### src/rtl/mem_port_scheduler.sv
// mem_port_scheduler: round-robin single-port RAM arbiter with burst lock and read-return routing.
// Define MEM_SCHED_STATS_EN to add the D_BUSYCNT / D_SWITCHCNT statistics outputs.
module mem_port_scheduler #(
    parameter int NREQ      = 4,
    parameter int AW        = 14,
    parameter int DW        = 10,
    parameter int MAX_BURST = 8,
    parameter int RD_LAT    = 1
) (
    input  logic               clk,
    input  logic               rst,
    input  logic [NREQ-1:0]    req,
    input  logic [NREQ-1:0]    we,
    input  logic [NREQ-1:0]    lock,
    input  logic [NREQ*AW-1:0] addr,
    input  logic [NREQ*DW-1:0] wdata,
    output logic [NREQ-1:0]    grant,
    output logic [NREQ-1:0]    ack,
    output logic [NREQ-1:0]    rvalid,
    output logic [DW-1:0]      rdata,
    output logic [AW-1:0]      ram_addr,
    output logic               ram_read,
    output logic               ram_write,
    output logic [DW-1:0]      ram_wdata,
    input  logic [DW-1:0]      ram_rdata,
    output logic               D_STATE,
    output logic [2:0]         D_OWNER,
    output logic [3:0]         D_BEATCNT
`ifdef MEM_SCHED_STATS_EN
    ,
    output logic [15:0]        D_BUSYCNT,
    output logic [15:0]        D_SWITCHCNT
`endif
);
    typedef enum logic {IDLE = 1'b0, OWN = 1'b1} state_t;
    state_t state, state_nx;
    logic [NREQ-1:0] grant_nx;
    logic [NREQ-1:0] rpipe [RD_LAT];
    logic [2:0] owner, owner_nx, last, last_nx, win;
    logic [3:0] cnt, cnt_nx;
    logic beat, lk, others, rel;

    // First set request after 'from', wrapping; 'from' itself has lowest priority.
    function automatic logic [2:0] rr_pick(input logic [NREQ-1:0] r, input logic [2:0] from);
        logic [2*NREQ-1:0] rot;
        rot = {r, r} >> (4'(from) + 4'd1);
        rr_pick = from;
        for (int j = NREQ - 1; j >= 0; j--)
            if (rot[j]) rr_pick = 3'((int'(from) + 1 + j) % NREQ);
    endfunction

    assign ack    = grant & req;
    assign beat   = |ack;
    assign others = |(req & ~grant);
    assign rel    = state == OWN && (!beat || !lk || (cnt == 4'(MAX_BURST - 1) && others));
    assign win    = rr_pick(req, rel ? owner : last);

    always_comb begin
        ram_addr  = '0;
        ram_wdata = '0;
        ram_read  = 1'b0;
        ram_write = 1'b0;
        lk        = 1'b0;
        for (int i = 0; i < NREQ; i++)
            if (ack[i]) begin
                ram_addr  = addr[i*AW +: AW];
                ram_wdata = wdata[i*DW +: DW];
                ram_write = we[i];
                ram_read  = ~we[i];
                lk        = lock[i];
            end
    end

    // Release hands the port straight to the next winner, so owners change without a bubble.
    always_comb begin
        state_nx = state;
        grant_nx = grant;
        owner_nx = owner;
        last_nx  = last;
        cnt_nx   = cnt;
        if (state == IDLE || rel) begin
            if (rel) last_nx = owner;
            state_nx = |req ? OWN : IDLE;
            grant_nx = |req ? (NREQ'(1) << win) : '0;
            owner_nx = |req ? win : owner;
            cnt_nx   = '0;
        end else
            cnt_nx = cnt == 4'(MAX_BURST - 1) ? 4'd0 : cnt + 4'd1;
    end

    always_ff @(posedge clk or negedge rst)
        if (!rst) begin
            state <= IDLE;
            grant <= '0;
            owner <= '0;
            last  <= 3'(NREQ - 1);
            cnt   <= '0;
            for (int i = 0; i < RD_LAT; i++) rpipe[i] <= '0;
        end else begin
            state    <= state_nx;
            grant    <= grant_nx;
            owner    <= owner_nx;
            last     <= last_nx;
            cnt      <= cnt_nx;
            rpipe[0] <= ack & ~we;
            for (int i = 1; i < RD_LAT; i++) rpipe[i] <= rpipe[i-1];
        end

    // Read tags travel with the RAM latency, so later grant changes cannot misroute data.
    assign rvalid    = rpipe[RD_LAT-1];
    assign rdata     = |rvalid ? ram_rdata : '0;
    assign D_STATE   = state;
    assign D_OWNER   = owner;
    assign D_BEATCNT = cnt;

`ifdef MEM_SCHED_STATS_EN
    always_ff @(posedge clk or negedge rst)
        if (!rst) begin
            D_BUSYCNT   <= '0;
            D_SWITCHCNT <= '0;
        end else begin
            if (beat && D_BUSYCNT != 16'hFFFF) D_BUSYCNT <= D_BUSYCNT + 16'd1;
            if (rel && |req && win != owner && D_SWITCHCNT != 16'hFFFF) D_SWITCHCNT <= D_SWITCHCNT + 16'd1;
        end
`endif
endmodule

### config.mk
export PLATFORM = sky130hd
export DESIGN_NAME = mem_port_scheduler
export DESIGN_NICKNAME = d
export VERILOG_FILES = /design/src/rtl/mem_port_scheduler.sv
export SDC_FILE = /design/constraint.sdc
export NUM_CORES = 1
export LEC_CHECK = 0
export ABC_AREA = 1
export CAP_MARGIN = 40
export CORE_ASPECT_RATIO = 1.5
export CORE_MARGIN = 3
export CORE_UTILIZATION = 29
export CTS_CLUSTER_DIAMETER = 200
export DETAILED_ROUTE_END_ITERATION = 8
export PLACE_DENSITY = 0.77
export SETUP_SLACK_MARGIN = 0.02
export SYNTH_ARGS = -nofsm -noshare
export SYNTH_HDL_FRONTEND = slang
export SYNTH_SLANG_ARGS = --single-unit
### constraint.sdc
create_clock -name clk -period 1.85 [get_ports clk]
set_input_delay 0.37 -clock clk [delete_from_list [all_inputs] [get_ports clk]]
set_output_delay 0.37 -clock clk [all_outputs]
set_load 0.02 [all_outputs]
Word-level counts from Yosys, hierarchy flattened
Cells that the tools add are included.
{"block": "word_totals", "elab_cells": 75, "reg_bits": 19, "input_bits": 120, "output_inout_bits": 56}
{"block": "op_classes", "mux": 30, "n_eq_ne": 1, "add_sub_neg": 6, "shift": 2, "n_reduce_logical": 16, "bitwise_logic": 14}
{"operator": "adder 32 x 3 -> 32 bit (second input constant)", "n": 2}
{"operator": "two-way mux 14 bit", "n": 4}
{"operator": "two-way mux 10 bit", "n": 5}
{"operator": "adder 32 x 2 -> 32 bit (second input constant)", "n": 1}
{"operator": "OR reduction 4 bit", "n": 4}
{"operator": "two-way mux 3 bit", "n": 5}
{"operator": "two-way mux 1 bit", "n": 13}
{"operator": "bitwise AND 4 bit", "n": 3}
{"operator": "two-way mux 4 bit", "n": 3}
{"operator": "adder 3 x 1 -> 4 bit (second input constant)", "n": 2}
{"operator": "NOT 4 bit", "n": 2}
{"operator": "OR reduction 2 bit", "n": 4}
{"operator": ">> shifter 8 x 4 -> 4 bit", "n": 1}
{"operator": "NOT 1 bit", "n": 5}
{"operator": "adder 4 x 1 -> 4 bit (second input constant)", "n": 1}
{"operator": "equality test 4 x 3 -> 1 bit (second input constant)", "n": 1}
{"operator": "left shift 1 x 3 -> 4 bit (first input constant)", "n": 1}
{"operator": "bitwise AND 1 bit", "n": 3}
{"operator": "logical OR 1 bit", "n": 3}
{"operator": "logical AND 1 bit", "n": 2}
{"operator": "logical NOT 1 bit", "n": 2}
{"operator": "AND reduction 2 bit", "n": 1}
{"operator": "bitwise AND 1 bit (first input constant)", "n": 1}

Logic depth before layout (Yosys ltp)
Gate-level depths: netlist of the first run.
{"block": "depth", "depth_word": 20, "depth_mapped": 21, "depth_no_buf": 21}

Least setup slack after synthesis of the first run
No wires, ideal clock.
{"block": "synth_timing", "path_kind": "register to output", "start": "register grant[0]", "end": "output ram_addr[4]", "t_required_ps": 1480, "arrival_time_ps": 1854, "path_slack_ps": -374, "path_stages_with_launch": 8, "path_buffers": 1, "path_cell_list": "dfrtp_1 nand2_1 clkinv_1 clkbuf_1 nand3_1 nand3_1 o21ai_0 o21ai_0"}
{"block": "synth_between", "elab_chain_len": 5}
{"element": "from (decl)", "line": "17", "source": "output logic [NREQ-1:0] grant,"}
{"element": "from (signal assigned)", "line": "101", "source": "grant <= grant_nx;"}
{"element": "bitwise AND 4 bit", "line": "52", "source": "assign ack = grant & req;"}
{"element": "named net ack[0]", "line": "18", "source": "output logic [NREQ-1:0] ack,"}
{"element": "two-way mux 14 bit (4 in series)", "line": "65", "source": "if (ack[i]) begin"}
{"element": "to (decl)", "line": "21", "source": "output logic [AW-1:0] ram_addr,"}
The timed path passes the listed nets, and every way through them passes these cells.

Worst setup path after layout of the first run
{"block": "layout_timing", "start": "register grant[0]", "end": "register grant[0]"}
{"block": "layout_between", "elab_chain_len": 20, "word_cells_on_any_way": 37, "classes_between": "add/sub: 5; shift: 2; mux: 10; bitwise: 7; reduce/logical: 13"}
{"element": "bitwise AND 4 bit", "line": "52"}
{"element": "two-way mux 1 bit (4 in series)", "line": "65"}
{"element": "logical NOT 1 bit", "line": "55", "source": "assign rel = state == OWN && (!beat || !lk || (cnt == 4'(MAX_BURST - 1) && others));"}
{"element": "logical OR 1 bit", "line": "55"}
{"element": "logical OR 1 bit *", "line": "55"}
{"element": "logical AND 1 bit *", "line": "55"}
{"element": "two-way mux 3 bit"}
{"element": "adder 3 x 1 -> 4 bit", "line": "49", "source": "if (rot[j]) rr_pick = 3'((int'(from) + 1 + j) % NREQ);"}
{"element": "adder 32 x 3 -> 32 bit", "line": "49"}
{"element": "OR reduction 2 bit (no line)"}
{"element": "bitwise AND 1 bit (no line)"}
{"element": "two-way mux 3 bit (4 in series)", "line": "49"}
{"element": "left shift 1 x 3 -> 4 bit", "line": "84", "source": "grant_nx = |req ? (NREQ'(1) << win) : '0;"}
{"element": "two-way mux 4 bit", "line": "84"}
Mark *: on every way between the ends. The rest lies on a longest branch, timed or not.
A chain may end at the register's enable or synchronous reset.

==> results of run 1 <==
## state kept, by name, indices dropped and copies added, names as in the netlist
| name | cells |
|---|---|
| D_BEATCNT | 4 |
| D_OWNER | 3 |
| D_STATE | 1 |
| grant | 4 |
| last | 3 |
| rvalid | 4 |
## area by class of cell
| type | count | area [um^2] |
|---|---|---|
| Multi-Input combinational cell | 280 | 1720 |
| Timing Repair Buffer | 243 | 2430 |
| Clock buffer | 3 | 41.3 |
| Inverter | 39 | 156 |
| Sequential cell | 19 | 484 |
| Fill cell | 518 | 1730 |
| Clock inverter | 1 | 5.00 |
| Tap cell | 76 | 95.1 |
## cells in the mapped netlist (2+ instances only)
cell	instances	area share, %
nand3_2	3	1.5
buf_1	2	0.37
dfrtp_1	17	21
nor3_1	2	0.49
nand2_2	12	3.7
dfstp_2	2	2.6
a21oi_1	5	1.2
nor2_1	24	4.4
nand3_1	65	16
clkbuf_1	14	2.6
o21ai_0	52	13
inv_2	2	0.37
nand2_1	99	18
o21ai_1	2	0.49
nor4_1	2	0.61
nand2_4	3	1.6
inv_1	36	6.6
## timing repair
item / in CTS / in global routing
pin swaps: 27 / 29
cloned: 1 / 1
resized for setup: 253 / 96
setup buffers: 12 / 15
endpoints found under the setup margin: 49 / 45
## worst max path at each step
stage | end | depth (start not counted) | slack [ns] | start
floorplan | grant[2]$_DFFE_PN0N_ | 17 | -0.12 | D_BEATCNT[0]$_DFF_PN0_
global placement | ram_addr[3] | 9 | -0.85 | req[0]
detailed placement | grant[3]$_DFFE_PN0N_ | 21 | -0.87 | req[1]
CTS | grant[3]$_DFFE_PN0N_ | 19 | -0.32 | grant[1]$_DFFE_PN0N_
global route | grant[0]$_DFFE_PN0N_ | 18 | -0.53 | grant[0]$_DFFE_PN0N_
finish | grant[0]$_DFFE_PN0N_ | 18 | -0.36 | grant[0]$_DFFE_PN0N_
## kinds of logic after synthesis
kind of cell             synth area share [%]
AND/OR/NAND/NOR                          49.1
AO/OA/AOI/OAI                            15.6
buffers and inverters                    10.9
flip-flops                               23.3
XOR/XNOR                                0.428
adder cells (fa/ha/maj)                 0.611
## routing by layer
layer | vias to the layer above | share of wire (%) | GRT usage (%)
li1 | 1633 | - | -
met1 | 1540 | 33 | 25.3
met2 | 171 | 56 | 45.8
met3 | 32 | 7.8 | 5.72
met4 | 0 | 3.9 | 9.80
met5 | - | 0 | 0
## power by group through the flow
stage	registers [mW]	logic, mW	clock network, mW
global placement	0.675	3.85	0
global route	0.711	5.21	0.325
CTS	0.688	4.26	0.304
detailed placement	0.684	3.91	0
finish	0.695	4.83	0.302
floorplan	0.780	2.14	0
## cells in the final DEF (no fill, tap or decap), types with 11 or more instances in the layout
cell type / Yosys / routed
inv_1: 36 / 31
buf_4: 0 / 49
nand3_1: 65 / 52
nand2_1: 99 / 79
o21ai_2: 0 / 28
nand2_2: 12 / 25
o21ai_1: 2 / 20
nand3_2: 3 / 15
nor2_1: 24 / 11
clkdlybuf4s50_1: 0 / 126
dfrtp_1: 17 / 12
buf_6: 1 / 46
==> flow_summary.toml, run 1 <==
[run_status]
run_status = "finished with violations"
violations = "setup timing"

[drt]
drc = 0
dr.pass1.iters = 5
wl_um = 10700
avgViaCountPerCell = 5.11
first_iter_violations = 190
routed-via-count = 3376
postRouteAntennaNets = 0
wl_per_cell_um = 16.2

[cells_and_area]
postLayoutCellArea_um2 = 4930
area_delta_synth_final_pct = 141
final_cell_count_no_fill = 661
final_util_pct = 74.0
nNetsFinal = 707
layout-drive-gt1-share_pct = 38.8
num_antenna_cells = 0

[sta]
slew_violations = 0
period_needed_ns = 2.21
setup_viol = 41
tightest_slew_ns = 0.498
rsz0062_at_grt = "true"
final.setup.worst_slack_ns = -0.363
finClkSkew_ns = 0.00116
setup_tns_ns = -7.19
max-slew-margin-rel_pct = 66.5
hold_viol = 0
fin_crit_sh_pct = 120
whs_ns = 0.446
max_freq_ghz = 0.452

[global_route]
grt_max_degree = 27
grt_pass1_wl_um = 15400
grt_util_all_layers_pct = 24.5
grt_pass1_vias = 3318
grt_overflow_total = 0
antenna_found_initial = 0

[yosys]
syn-cell-area_um2 = 2050
synth_cell_types = 31
syn-instance-count = 356
synth_edf_count = 0
synthFlopType = "dfrtp_1"
avgSynthCellArea_um2 = 5.75
synth-seq-cells = 19
async_reset_ff_share_pct = 100
seq_area_frac_synth_pct = 23.3
ys_warn_count = 0
synthesis.nets = 477

[worst_setup_path]
r2r_start = "grant[0]$_DFFE_PN0N_"
cp_max_fo = 7
slowest_stage = "dfrtp_1"
r2r_end = "grant[0]$_DFFE_PN0N_"
path_buf_inv = 4
max_stage_delay_ns = 0.36
path_cells = "buf_4 -> inv_1 -> nand2_1 -> nand2_2 -> o21ai_4 -> nand3_4 -> nand2_8 -> nand2_4 -> nand3_2 -> inv_1 -> nand2_2 -> nand3_4 -> a21boi_2 -> nand2_1 -> nand2_2 -> inv_2 -> nand3_1 -> nand2_1"
crit_family = "simple AND/OR/NAND/NOR gates"
critical_path_class = "register to register"
rrSetupSlack_ns = -0.36
r2r_cells = 18
required_ns = 2.00
cp.arrival_ns = 2.37
cp-start-kind = "register"
end_kind = "register"

[die]
die_x_um = 74.6
initial_core_util_pct = 30.7
rows = 36
pin_count = 176
die_y_um = 109
die-area_um2 = 8130
coreArea_um2 = 6670

[clocking]
clkLatencyLatePin_ns = 0.26
numCtsBuffers = 3
clk_pin_slew_ns = 0.08
clk_path_buf_depth = 2
cts_tree = "yes"
clockRootBuffer = "clkbuf_8"
hold_buffers = 0
clock_sinks = 19
cts_htree_levels = 1

[pwr]
pwr-share-seq_pct = 11.9
ir_drop_mv = 0.589
p_sw_share_pct = 49.5
power_mw = 5.82
p_switching_mw = 2.88
combinationalPowerShare_pct = 82.9
power_per_cell_area_nw_per_um2 = 1180
p_int_mw = 2.94
leakagePower_nw = 2.34
p_clk_share_pct = 5.2

[place]
placement.io_buffers = 175
dp.cells = 629
hpwl_um = 8070
placed_area_um2 = 4320
post-place-ws_ns = -0.871
place.gp.congestion = 0.885

[run]
max_cap_viol_count = 0

[min_path]
hp-class = "input pin to asynchronous set/reset pin"
(Power assumes the default switching activity.)
==> run 2, diff against run 1 <==
--- a/config.mk
+++ b/config.mk
@@ -9,10 +9,10 @@
 export CAP_MARGIN = 40
 export CORE_ASPECT_RATIO = 1.5
 export CORE_MARGIN = 3
-export CORE_UTILIZATION = 29
+export CORE_UTILIZATION = 33
 export CTS_CLUSTER_DIAMETER = 200
 export DETAILED_ROUTE_END_ITERATION = 8
-export PLACE_DENSITY = 0.77
+export PLACE_DENSITY = 0.83
 export SETUP_SLACK_MARGIN = 0.02
 export SYNTH_ARGS = -nofsm -noshare
 export SYNTH_HDL_FRONTEND = slang
==> constraint.sdc (replaced) <==
create_clock -name clk -period 2.2 [get_ports clk]
set_input_delay 0.44 -clock clk [delete_from_list [all_inputs] [get_ports clk]]
set_output_delay 0.44 -clock clk [all_outputs]
set_load 0.02 [all_outputs]
==> flow_summary.toml, run 2 (synthesis gave the netlist of run 1 again) <==
[sta]
fin_crit_sh_pct = 104
tightest_slew_ns = 0.441
rsz0062_at_grt = "true"
max_freq_ghz = 0.438
hold_viol = 0
period_needed_ns = 2.28
final.setup.worst_slack_ns = -0.0828
slew_violations = 0
finClkSkew_ns = 0.00570
setup_viol = 6
max-slew-margin-rel_pct = 70.3

[worst_setup_path]
cp_max_fo = 7
required_ns = 2.35
cp-start-kind = "register"
cp.arrival_ns = 2.43
end_kind = "register"
critical_path_class = "register to register"

[clocking]
cts_htree_levels = 1
cts_tree = "yes"
clockRootBuffer = "clkbuf_8"
clk_path_buf_depth = 2
hold_buffers = 0
clock_sinks = 19
clkLatencyLatePin_ns = 0.26
clk_pin_slew_ns = 0.08
numCtsBuffers = 3

[run_status]
violations = "setup timing"
run_status = "finished with violations"

[die]
rows = 34
pin_count = 176
die_x_um = 70.3
die-area_um2 = 7210
die_y_um = 102
coreArea_um2 = 5910
initial_core_util_pct = 34.6

[place]
placement.io_buffers = 175
place.gp.congestion = 0.916
hpwl_um = 7720
post-place-ws_ns = -0.623

[global_route]
grt_max_degree = 33
grt_overflow_total = 0
grt_util_all_layers_pct = 24.9
antenna_found_initial = 0
grt_pass1_vias = 3093
grt_pass1_wl_um = 14400

[run]
max_cap_viol_count = 0

[drt]
first_iter_violations = 219
wl_per_cell_um = 15.6
avgViaCountPerCell = 5.15
dr.pass1.iters = 8
postRouteAntennaNets = 0
wl_um = 9920
routed-via-count = 3270
drc = 0

[min_path]
hp-class = "input pin to asynchronous set/reset pin"

[cells_and_area]
num_antenna_cells = 0
area_delta_synth_final_pct = 111
final_common_cell = "clkdlybuf4s50_1"
mostFrequentLayoutCells = "clkdlybuf4s50_1 (133), nand2_1 (90), nand3_1 (57)"
layout-drive-gt1-share_pct = 22.9
fillers = 473
final_util_pct = 73.3
nNetsFinal = 685

[pwr]
leakagePower_nw = 2.15
ir_drop_mv = 0.474
power_per_cell_area_nw_per_um2 = 956
[run 2: metal layers]
metal	wire, um	track usage, %	vias to the layer above
met2	5230	45.7	192
met3	1060	8.59	38
li1	-	-	1575
met4	401	11.1	0
met1	3220	25.5	1465
met5	0	0	-
[run 2: cell type report]
cell class	count	area, um^2	share of cell area, %
Timing Repair Buffer	221	2100	48.5
Multi-Input combinational cell	280	1470	33.9
Sequential cell	19	478	11.0
Inverter	39	149	3.44
Tap cell	72	90.1	2.08
Clock buffer	3	41.3	0.953
Clock inverter	1	5.00	0.116
[run 2: path summary, 6_finish.rpt]
| path | slack, ns | cells past startpoint | from | end |
|---|---|---|---|---|
| max | -0.08 | 18 | grant[1]$_DFFE_PN0N_ | grant[0]$_DFFE_PN0N_ |
| min reg2reg | 0.53 | 2 | last[1]$_DFFE_PN1N_ | last[1]$_DFFE_PN1N_ |
| max in group asynchronous | 1.41 | 2 | rst | last[0]$_DFFE_PN1N_ |
| min | 0.52 | 2 | rst | last[2]$_DFFE_PN0N_ |
| min in group clk | 0.53 | 2 | last[1]$_DFFE_PN1N_ | last[1]$_DFFE_PN1N_ |
| max reg2reg | -0.08 | 18 | grant[1]$_DFFE_PN0N_ | grant[0]$_DFFE_PN0N_ |
[run 2: power by group]
group | internal (mW) | switching [mW] | total [mW]
sequential | 0.474 | 0.0897 | 0.564
clock | 0.126 | 0.122 | 0.248
combinational | 1.43 | 1.90 | 3.33
[run 2: metrics by stage]
stage | std cells | hold slack [ns] | total power, mW | TNS [ns] | instance area, um^2
after CTS | 630 | 0.525 | 3.99 | -0.0506 | 4290
after global placement | 616 | 0.496 | 3.59 | -17.87 | 4120
after detailed placement | 616 | 0.507 | 3.65 | -18.48 | 4120
after floorplan | 356 | 0.144 | 2.29 | 0 | 2050
after global routing | 635 | 0.541 | 4.45 | -1.37 | 4330
final | 635 | 0.522 | 4.14 | -0.326 | 4330
[run 2: what timing repair did]
| action | CTS | global route |
|---|---|---|
| buffers inserted | 10 | 4 |
| endpoints found under the hold margin | 0 | 0 |
| setup endpoints to repair | 47 | 30 |
| resized for setup | 127 | 62 |
| pin swaps | 14 | 16 |
| cloned | 0 | 1 |
[run 2: worst max-delay path: stages (launching register included)]
cell	delay, ns
dfrtp_1	0.43
buf_6	0.13
inv_1	0.04
nand2_1	0.06
nand2_1	0.07
o21ai_2	0.21
nand3_4	0.16
nand2_4	0.15
nand2_4	0.10
nand2_8	0.11
nand2_1	0.09
nand3_2	0.10
nand2_1	0.05
inv_1	0.05
nand2_1	0.06
nand3_1	0.09
nand2_2	0.10
nand3_1	0.12
nand2_1	0.06
==> run 3, diff against run 2 <==
--- a/config.mk
+++ b/config.mk
@@ -9,10 +9,10 @@
 export CAP_MARGIN = 40
 export CORE_ASPECT_RATIO = 1.5
 export CORE_MARGIN = 3
-export CORE_UTILIZATION = 33
+export CORE_UTILIZATION = 29
 export CTS_CLUSTER_DIAMETER = 200
 export DETAILED_ROUTE_END_ITERATION = 8
-export PLACE_DENSITY = 0.83
+export PLACE_DENSITY = 0.77
 export SETUP_SLACK_MARGIN = 0.02
 export SYNTH_ARGS = -nofsm -noshare
 export SYNTH_HDL_FRONTEND = slang
==> constraint.sdc (replaced) <==
create_clock -name clk -period 2.03 [get_ports clk]
set_input_delay 0.406 -clock clk [delete_from_list [all_inputs] [get_ports clk]]
set_output_delay 0.406 -clock clk [all_outputs]
set_load 0.02 [all_outputs]
==> flow_summary.toml, run 3 (synthesis gave the netlist of run 1 again) <==
[run_status]
run_status = "finished with violations"
violations = "setup timing"

[place]
placement.io_buffers = 175
placed_area_um2 = 4180
hpwl_um = 7770
place.gp.congestion = 0.839

[pwr]
p_int_mw = 2.56
power_mw = 5.21
p_clk_share_pct = 5.2
combinationalPowerShare_pct = 82.8
p_sw_share_pct = 50.8
p_switching_mw = 2.65
pwr-share-seq_pct = 12.0
power_per_cell_area_nw_per_um2 = 1060
ir_drop_mv = 0.582
leakagePower_nw = 2.33

[sta]
slew_violations = 0
hold_viol = 0
final.setup.worst_slack_ns = -0.178
period_needed_ns = 2.21
max_freq_ghz = 0.453
tightest_slew_ns = 0.330
fin_crit_sh_pct = 109
max-slew-margin-rel_pct = 77.8
setup_viol = 14
rsz0062_at_grt = "true"
setup_tns_ns = -1.10
finClkSkew_ns = 0.00349

[worst_setup_path]
slowest_stage = "dfrtp_1"
cp-start-kind = "register"
path_buf_inv = 4
critical_path_class = "register to register"
crit_family = "simple AND/OR/NAND/NOR gates"
cp.arrival_ns = 2.36
path_cells = "buf_6 -> inv_2 -> nand2_2 -> nand2_2 -> o21ai_4 -> nand3_4 -> nand2_8 -> nand2_8 -> nand3_4 -> inv_2 -> nand2_4 -> nand3_4 -> a21boi_2 -> nand2_1 -> nand2_2 -> inv_2 -> nand3_1 -> nand2_1"
end_kind = "register"
max_stage_delay_ns = 0.38
cp_max_fo = 7
required_ns = 2.19

[drt]
avgViaCountPerCell = 5.06
first_iter_violations = 128
dr.pass1.iters = 4
postRouteAntennaNets = 0
drc = 0
wl_um = 10400
routed-via-count = 3281
wl_per_cell_um = 16.0

[cells_and_area]
nNetsFinal = 694
layout-drive-gt1-share_pct = 37.8
final_common_cell = "clkdlybuf4s50_1"
postLayoutCellArea_um2 = 4910
area_delta_synth_final_pct = 140
mostFrequentLayoutCells = "clkdlybuf4s50_1 (130), nand2_1 (66), buf_4 (60)"
fillers = 504

[clocking]
clk_pin_slew_ns = 0.07
clock_sinks = 19
clk_path_buf_depth = 2
clockRootBuffer = "clkbuf_8"
cts_htree_levels = 1
cts_tree = "yes"
clkLatencyLatePin_ns = 0.26
numCtsBuffers = 3

[die]
die_y_um = 109
die-area_um2 = 8130
coreArea_um2 = 6670
pin_count = 176
initial_core_util_pct = 30.7
rows = 36
die_x_um = 74.6

[min_path]
hp-class = "input pin to asynchronous set/reset pin"

[global_route]
grt_util_all_layers_pct = 23.5
grt_pass1_wl_um = 14800
grt_pass1_vias = 3299
grt_max_degree = 26
grt_overflow_total = 0
antenna_found_initial = 1

[run]
max_cap_viol_count = 0
run 3: cell types whose count changed in the layout (fill, tap and decap cells not counted), sizes merged:
cell,before,now
diode,0,1
inv,39,37
clkdlybuf4s15,2,4
clkinvlp,0,1
clkinv,1,2
bufbuf,0,1
clkdlybuf4s50,133,130
buf,66,79
clkbuf,9,4
dlymetal6s2s,0,1
run 3: final timing paths:
check | end | cells past startpoint | slack (ns) | start
min in group clk | D_BEATCNT[2]$_DFF_PN0_ | 2 | 0.56 | D_BEATCNT[2]$_DFF_PN0_
setup reg to reg | grant[2]$_DFFE_PN0N_ | 18 | -0.18 | grant[0]$_DFFE_PN0N_
setup / recovery | grant[2]$_DFFE_PN0N_ | 18 | -0.18 | grant[0]$_DFFE_PN0N_
max in group asynchronous | last[0]$_DFFE_PN1N_ | 2 | 1.28 | rst
hold / removal | D_BEATCNT[0]$_DFF_PN0_ | 2 | 0.48 | rst
hold reg to reg | D_BEATCNT[2]$_DFF_PN0_ | 2 | 0.56 | D_BEATCNT[2]$_DFF_PN0_
run 3: layout make-up:
cell class | count | area [um^2] | share of cell area (%)
inverters | 39 | 153 | 3.11
clock inverters | 1 | 7.51 | 0.153
flip-flops and latches | 19 | 484 | 9.85
repair buffers | 230 | 2250 | 45.7
well taps | 76 | 95.1 | 1.93
clock buffers | 3 | 41.3 | 0.840
multi-input cells | 280 | 1880 | 38.3
diodes | 1 | 2.50 | 0.0509
run 3: worst register-to-register path, stage by stage, from the launching register on:
cell and delay [ns]:
dfrtp_1 0.38, buf_6 0.12, inv_2 0.03, nand2_2 0.05, nand2_2 0.07, o21ai_4 0.20
nand3_4 0.18, nand2_8 0.17, nand2_8 0.09, nand3_4 0.08, inv_2 0.05, nand2_4 0.06
nand3_4 0.09, a21boi_2 0.15, nand2_1 0.10, nand2_2 0.10, inv_2 0.06, nand3_1 0.08
nand2_1 0.05
run 3: stage by stage:
stage	std cells	utilization, %	setup slack [ns]	hold slack (ns)
after floorplan	356	-	0.0266	0.110
after global placement	628	62.7	-0.651	0.524
after detailed placement	628	62.7	-0.742	0.529
after CTS	641	65.3	-0.111	0.479
after global routing	649	73.7	-0.339	0.489
final	649	73.7	-0.178	0.480
run 3: power by group through the flow:
stage | Sequential, mW | Combinational [mW] | Clock (mW)
2_1_floorplan | 0.703 | 1.81 | 0
3_3_place_gp | 0.601 | 3.34 | 0
3_5_place_dp | 0.608 | 3.42 | 0
4_1_cts | 0.617 | 3.63 | 0.275
5_1_grt | 0.643 | 4.63 | 0.295
6_report | 0.628 | 4.32 | 0.270
run 3: metal layers:
layer / track usage, % / up-vias / routed length [um]
met3: 6.46 / 26 / 866
met4: 9.16 / 0 / 365
met5: 0 / - / 0
li1: - / 1599 / -
met2: 46.3 / 154 / 5790
met1: 21.8 / 1502 / 3390
run 3: timing repair:
action                     CTS  global route
setup endpoints to repair   47            32
buffers inserted             8             6
hold buffers                 0             0
gates resized for setup    185           142
pin swaps                   13            56
cloned                       1             1
